===== src/rtl/pdm_pkg.sv =====
// Shared constants and types for the PDM modulator and the downstream PDM-to-duty recovery stage.
package pdm_pkg;

  localparam int DUTY_W     = 16;
  localparam int FRAME_BITS = 11;
  localparam int FRAME_LEN  = 2**FRAME_BITS;

  typedef logic [DUTY_W-1:0] duty_t;

endpackage


===== src/rtl/pdm_sd_core.sv =====
// First-order sigma-delta core: accumulates the active duty word and emits the carry as the PDM bit.
module pdm_sd_core #(
  parameter int DUTY_W = pdm_pkg::DUTY_W
) (
  input  logic              clk,
  input  logic              rst_n,
  input  logic              en,
  input  logic              clr,
  input  logic [DUTY_W-1:0] duty_act,
  output logic              pdm
);

  logic [DUTY_W-1:0] accum;
  logic [DUTY_W:0]   sum;

  assign sum = {1'b0, accum} + {1'b0, duty_act};

  // NOTE: state registers use non-blocking assignments so every flop samples pre-edge values.
  always_ff @(posedge clk or negedge rst_n) begin
    if (!rst_n) begin
      accum <= '0;
      pdm   <= 1'b0;
    end else if (!en) begin
      accum <= '0;
      pdm   <= 1'b0;
    end else begin
      // The clear cycle still emits the carry of the frame's last sum.
      pdm   <= sum[DUTY_W];
      accum <= clr ? '0 : sum[DUTY_W-1:0];
    end
  end

endmodule


===== src/rtl/pdm_modulator.sv =====
// PDM modulator top: duty handshake, shadow register and frame counter around the sigma-delta core.
module pdm_modulator #(
  parameter int FRAME_BITS = pdm_pkg::FRAME_BITS,
  parameter int DUTY_W     = pdm_pkg::DUTY_W
) (
  input  logic              clk,
  input  logic              rst_n,
  input  logic              en,
  input  logic [DUTY_W-1:0] duty,
  input  logic              duty_vld,
  output logic              duty_rdy,
  output logic              PDM,
  output logic              frm_strt
);

  logic [DUTY_W-1:0]     shadow;
  logic [DUTY_W-1:0]     duty_act;
  logic                  pending;
  logic [FRAME_BITS-1:0] frm_cnt;
  logic                  wrap;
  logic                  accept;
  logic                  load;

  // NOTE: duty_rdy is combinational from pending so a transfer frees the slot for the very next cycle.
  assign duty_rdy = !pending;
  assign wrap     = &frm_cnt;
  assign accept   = duty_vld && duty_rdy;
  assign load     = en && wrap && pending;

  always_ff @(posedge clk or negedge rst_n) begin
    if (!rst_n) begin
      frm_cnt  <= '1;
      frm_strt <= 1'b0;
    end else if (!en) begin
      // Parking on the last count makes the first enabled cycle a frame boundary.
      frm_cnt  <= '1;
      frm_strt <= 1'b0;
    end else if (wrap) begin
      frm_cnt  <= '0;
      frm_strt <= 1'b1;
    end else begin
      frm_cnt  <= frm_cnt + 1'b1;
      frm_strt <= 1'b0;
    end
  end

  // accept and load never coincide: accept needs pending low, load needs it high.
  always_ff @(posedge clk or negedge rst_n) begin
    if (!rst_n) begin
      shadow   <= '0;
      pending  <= 1'b0;
      duty_act <= '0;
    end else begin
      if (accept) begin
        shadow  <= duty;
        pending <= 1'b1;
      end else if (load) begin
        pending <= 1'b0;
      end
      if (load) begin
        duty_act <= shadow;
      end
    end
  end

  pdm_sd_core #(
    .DUTY_W (DUTY_W)
  ) u_core (
    .clk      (clk),
    .rst_n    (rst_n),
    .en       (en),
    .clr      (wrap),
    .duty_act (duty_act),
    .pdm      (PDM)
  );

endmodule


===== config.mk =====
export PLATFORM = sky130hd
export DESIGN_NAME = pdm_modulator
export DESIGN_NICKNAME = d
export VERILOG_FILES = /design/src/rtl/pdm_pkg.sv /design/src/rtl/pdm_sd_core.sv /design/src/rtl/pdm_modulator.sv
export SDC_FILE = /design/constraint.sdc
export NUM_CORES = 1
export LEC_CHECK = 0
export ABC_AREA = 0
export CORE_MARGIN = 4
export CORE_UTILIZATION = 50
export DETAILED_ROUTE_END_ITERATION = 12
export GPL_ROUTABILITY_DRIVEN = 0
export GPL_TIMING_DRIVEN = 0
export PLACE_DENSITY = 0.7
export SYNTH_ARGS = -nofsm -noshare
export SYNTH_HDL_FRONTEND = slang
export SYNTH_SLANG_ARGS = --single-unit

===== constraint.sdc =====
create_clock -name clk -period 3 [get_ports clk]
set_input_delay 0.45 -clock clk [delete_from_list [all_inputs] [get_ports clk]]
set_output_delay 0.45 -clock clk [all_outputs]
set_load 0.05 [all_outputs]

### Yosys cells after proc, flatten, opt, wreduce, memory -nomap -nowiden

Index checks and enable logic that the tools add are counted.

* $add $sub $neg: 2
* muxes and demuxes: 9
* reduce and logical (&&, ||, !) cells: 6

Operators by type and width (count)
* 16-bit 2-to-1 mux: 2
* 11-bit 2-to-1 mux: 2
* 16-bit by 16-bit adder with 17-bit output: 1
* 11-bit by 1-bit adder with 11-bit output (second input constant): 1
* 11-bit AND reduction: 1
* 1-bit 2-to-1 mux: 5
* 1-bit logical AND: 3
* 2-bit nonzero test: 1
* 1-bit logical NOT: 1

* flip-flop bits (word level): 62
* input bits: 20
* output and inout bits: 3
* word-level logic and storage cells: 24

### Longest topological paths before layout

* depth after elaboration: 5
* depth in mapped cells: 8
* depth with buffers taken out: 8

### By module

From an unflattened synthesis, not the netlist that was laid out.

* cell total of the unflattened synthesis: 273
* area, all modules: 3166.8 µm²

Modules (own cells, without submodules)
* pdm_modulator: instances 1, cells each 128, area an instance 1815.5 µm², sequential area each 1139.8 µm²
* pdm_sd_core: instances 1, cells each 145, area an instance 1351.3 µm², sequential area each 425.4 µm²

### Worst setup path before layout

OpenSTA, ideal clock, no wires.

* kind: flip-flop to flip-flop
* start: register frm_cnt[0]
* end: register duty_act[10]
* library setup time: 0.125 ns
* arrival time: 1.957 ns
* data required time: 2.875 ns
* setup slack: 0.918 ns
* cell stages (with the launch flop): 8
* path buffers: 2
* period minus slack after synthesis: 2.082 ns
* cells stage by stage: dfstp_2 ha_1 nand4_2 nor3_4 and3_4 buf_12 buf_12 mux2_4

* cells in the longest elaborated chain, start to end: 3

RTL lines
* from (decl): line pdm_modulator.sv:19 `logic [FRAME_BITS-1:0] frm_cnt;`
* from (signal assigned): line pdm_modulator.sv:42 `frm_cnt <= frm_cnt + 1'b1;`
* 11-bit AND reduction: line pdm_modulator.sv:26 `assign wrap = &frm_cnt;`
* 1-bit logical AND (2 in a row): line pdm_modulator.sv:28 `assign load = en && wrap && pending;`
* to (signal assigned): line pdm_modulator.sv:61 `duty_act <= shadow;`
* to (decl): line pdm_modulator.sv:17 `logic [DUTY_W-1:0] duty_act;`

Every way passes these cells.
A chain may end at the register's enable or synchronous reset.

### Worst setup path in the final report

* start: register duty_act[0]
* end: register u_core.accum[12]

* cells in the longest elaborated chain, start to end: 3

RTL lines
* 16-bit by 16-bit adder with 17-bit output: line pdm_sd_core.sv:16 `assign sum = {1'b0, accum} + {1'b0, duty_act};`
* 16-bit 2-to-1 mux: line pdm_sd_core.sv:29 `accum <= clr ? '0 : sum[DUTY_W-1:0];`
* 16-bit 2-to-1 mux: line pdm_sd_core.sv:23 `end else if (!en) begin`
* to (signal assigned): line pdm_sd_core.sv:29
* to (decl): line pdm_sd_core.sv:13 `logic [DUTY_W-1:0] accum;`

Every way passes these cells.

==> key figures <==
Run status
  • Outcome: finished, final reports clean

Floorplan
  • Die height: 87.6 um
  • Width of the chip: 87.6 um
  • Cell row count: 28
  • Num ports: 23
  • Initial core utilization: 52.6%
  • Die area: 7670 um^2
  • CORE AREA: 6030 um^2

Global routing
  • Initial antenna violation count: 0
  • Largest net degree at the start of global routing: 36
  • GRT Total Usage: 17.3%
  • Grt ovf: 0
  • First-pass GRT wire length: 10,100 um
  • Number of global-route vias before repair: 2,222

Timing
  • Max Freq: 430 MHz
  • Max-slew headroom at the worst pin: 56.6%
  • Setup Skew: 0.0137 ns
  • Slew Viols, Final: 0
  • Unrepaired setup endpoints after global routing: false
  • Hold_ws: 0.121 ns
  • Setup TNS: 0 ns
  • Period utilization: 77.6%
  • Min cycle time layout: 2.33 ns
  • Pin slew with the least headroom to its limit: 0.650 ns
  • Final setup viols: 0
  • Fin. Hold Viols: 0

Clock tree
  • PostCTS Resize Cnt: 0
  • CTS tree: built
  • Worst skew pair latency: 0.35 ns
  • Clock Path Buffers: 2
  • Htree depth: 3
  • Clock sink total: 62
  • Hold Buf Count CTS: 0
  • Clock buffer count from CTS: 9
  • CTS root buf: clkbuf_8
  • Worst-path clk slew: 0.08 ns
  • Setup bufs post-CTS: 0

Yosys
  • Synth Register Bits: 62
  • Multiplexer share of the synthesized area: 12.5%
  • Simple-gate share of the synthesized area: 12.5%
  • Post-synth ARST share: 100%
  • Mapped cell area: 3170 um^2
  • Largest family of logic cells by synthesized area: compound AO/OA/AOI/OAI gates
  • Syn Nets: 316
  • Synth Area in Adders: 7.35%
  • Synthesized-area fraction occupied by xor and xnor cells: 2.49%
  • Top_reg_cell synth: dfrtp_1
  • Area fraction of the dominant cell type after synthesis: 40.3%
  • Post-synthesis compound-gate area fraction: 12.8%
  • Area contributors post-synth: dfrtp_1 40%, dfstp_2 9.1%, mux2_2 8.5%
  • Yosys cell types: 47
  • Syn_area_per_cell: 11.4 um^2
  • Synth Instances: 278
  • EDFF count, synth: 0
  • Area leader, netlist: dfrtp_1
  • Yosys Warn Count: 0
  • Post-synthesis sequential area ratio: 49.4%

Job
  • Total of max-cap violations: 0

Detailed routing
  • Avg WL per Cell: 14.6 um
  • Post-DR vias/cell: 5.51
  • Final WL: 5740 um
  • Iteration-0 DRC Markers: 131
  • Pre-antenna DRT Iters: 4
  • ANT nets after route: 0
  • Via count: 2,160
  • DRC Markers: 0

Finish
  • Synth-to-layout area growth: 16.7%
  • Commonest non-fill, non-tap cell in the layout: dfrtp_1
  • Post-route cell area: 3700 um^2
  • Layout cell share with drive strength beyond 1: 21.5%
  • Number of antenna diodes: 0
  • Nets@finish: 350
  • Most frequent cells in the layout: 51 x dfrtp_1, 24 x mux2_2, 21 x clkdlybuf4s50_1, 20 x o21ai_0, 19 x nor2_1

Power and ir drop
  • Combinational Power Share: 42.9%
  • Share of total power in the clock network: 19.1%
  • Seq pwr share: 38.0%
  • Switching share of power: 37.2%
  • Static Leakage: 1.61 nW
  • PD cells: 1020 nW/um^2
  • Max VDD drop: 0.000520 V
  • P_sw: 0.00140 W
  • P_int: 0.00237 W

Critical path
  • Top Family by Delay on Critical Path: compound AO/OA/AOI/OAI gates
  • Critical Path Slowest Stage Cell: a211oi_1
  • Crit end category: register
  • Crit-path cells: ha_1 -> inv_1 -> fa_1 -> nor2b_1 -> o31ai_1 -> a211oi_1 -> o41ai_1 -> mux2i_1
  • CP Buf/Inv Count: 1
  • WS Path Type: reg2reg
  • Crit path required time: 3.22 ns
  • Crit-path max FO: 4
  • Slowest stage delay, CP: 0.46 ns
  • Critical path arrival: 2.55 ns
  • Startpoint Class: register

Hold path
  • Hold Path Class: in2async

Placement
  • Port bufs: 22
  • Dpl cell area: 3500 um^2
  • HPWL after DPL: 4140 um
cell type report:
cell class / instances / area [um^2]
multi-input combinational: 200 / 1510
clock inverter: 6 / 51.3
sequential: 62 / 1570
fill: 490 / 2330
timing repair buffer: 23 / 235
buffer: 6 / 57.6
inverter: 10 / 37.5
clock buffer: 10 / 149
tap: 75 / 93.8
power groups by stage:
stage | Clock [W] | Sequential [W] | Combinational (W)
5_1_grt | 0.000787 | 0.00148 | 0.00184
3_3_place_gp | 0 | 0.00143 | 0.00158
6_report | 0.000722 | 0.00143 | 0.00162
4_1_cts | 0.000747 | 0.00144 | 0.00163
2_1_floorplan | 0 | 0.00141 | 0.00130
3_5_place_dp | 0 | 0.00145 | 0.00162
registers in the layout, summed over array words and instances, names as in the netlist:
| name | flops |
|---|---|
| duty_act | 16 |
| shadow | 16 |
| u_core.accum | 16 |
| frm_cnt | 11 |
| frm_strt | 1 |
| pending | 1 |
| u_core.pdm | 1 |
Yosys cell counts, types with 2 or more instances:
master and count:
buf_2 2, and2_1 3, nor2_1 19, a21o_1 3
nor2b_1 3, ha_1 17, o21ai_0 20, xnor2_1 5
buf_12 2, nor3_1 10, xor2_1 4, dfrtp_1 51
nand4_1 2, dfstp_2 11, or3_1 4, mux2_4 7
nand2b_1 2, clkbuf_1 2, inv_1 10, nand2_1 18
and3_1 3, o21a_1 7, mux2i_1 2, a21oi_1 17
nand3_1 5, a211oi_1 5, mux2_2 24
kinds of logic (layout without fill, tap and decap cells):
kind of cell               count (synthesis)  count (layout)
and+or+nand+nor                           75              75
AOI/OAI and AO/OA                         65              65
DFF                                       62              62
muxes                                     33              33
adders and majority gates                 18              18
buffers and inverters                     16              55
xor gates and xnor gates                   9               9
worst register-to-register path: cells and delay by family, from the launching register on:
family,cells,cell delay (ns)
flip-flops,1,0.36
AND/OR/NAND/NOR,1,0.26
AO/OA/AOI/OAI,3,0.79
multiplexers,1,0.15
buffers and inverters,1,0.07
adder cells (fa/ha/maj),2,0.57
per-stage QoR:
stage	utilization [%]	instances	setup slack [ns]	total power [W]
floorplan	-	278	0.918	0.00271
global placement	57.8	375	-0.519	0.00301
detailed placement	58.0	376	0.674	0.00307
CTS	61.4	392	0.649	0.00381
global route	61.4	392	0.520	0.00410
finish	61.4	392	0.672	0.00377
per-layer routing:
layer  GRT usage, %  wire length, um  up-vias
met1           21.4             2730     1032
li1               -                -     1089
met5              0                0        -
met3           5.93              207        6
met2           28.0             2710       33
met4           6.28               90        0
final timing paths:
path,cells past startpoint,from,end,slack (ns)
setup / recovery,8,duty_act[0]$_DFFE_PN0P_,u_core.accum[12]$_DFF_PN0_,0.67
hold / removal,1,rst_n,duty_act[7]$_DFFE_PN0P_,0.12
setup reg to reg,8,duty_act[0]$_DFFE_PN0P_,u_core.accum[12]$_DFF_PN0_,0.67
hold reg to reg,1,shadow[4]$_DFFE_PN0P_,duty_act[4]$_DFFE_PN0P_,0.50
max in group asynchronous,2,rst_n,frm_cnt[2]$_DFF_PN1_,2.21
min in group clk,1,shadow[4]$_DFFE_PN0P_,duty_act[4]$_DFFE_PN0P_,0.50
Note: power is estimated with default switching activity, not from simulation.
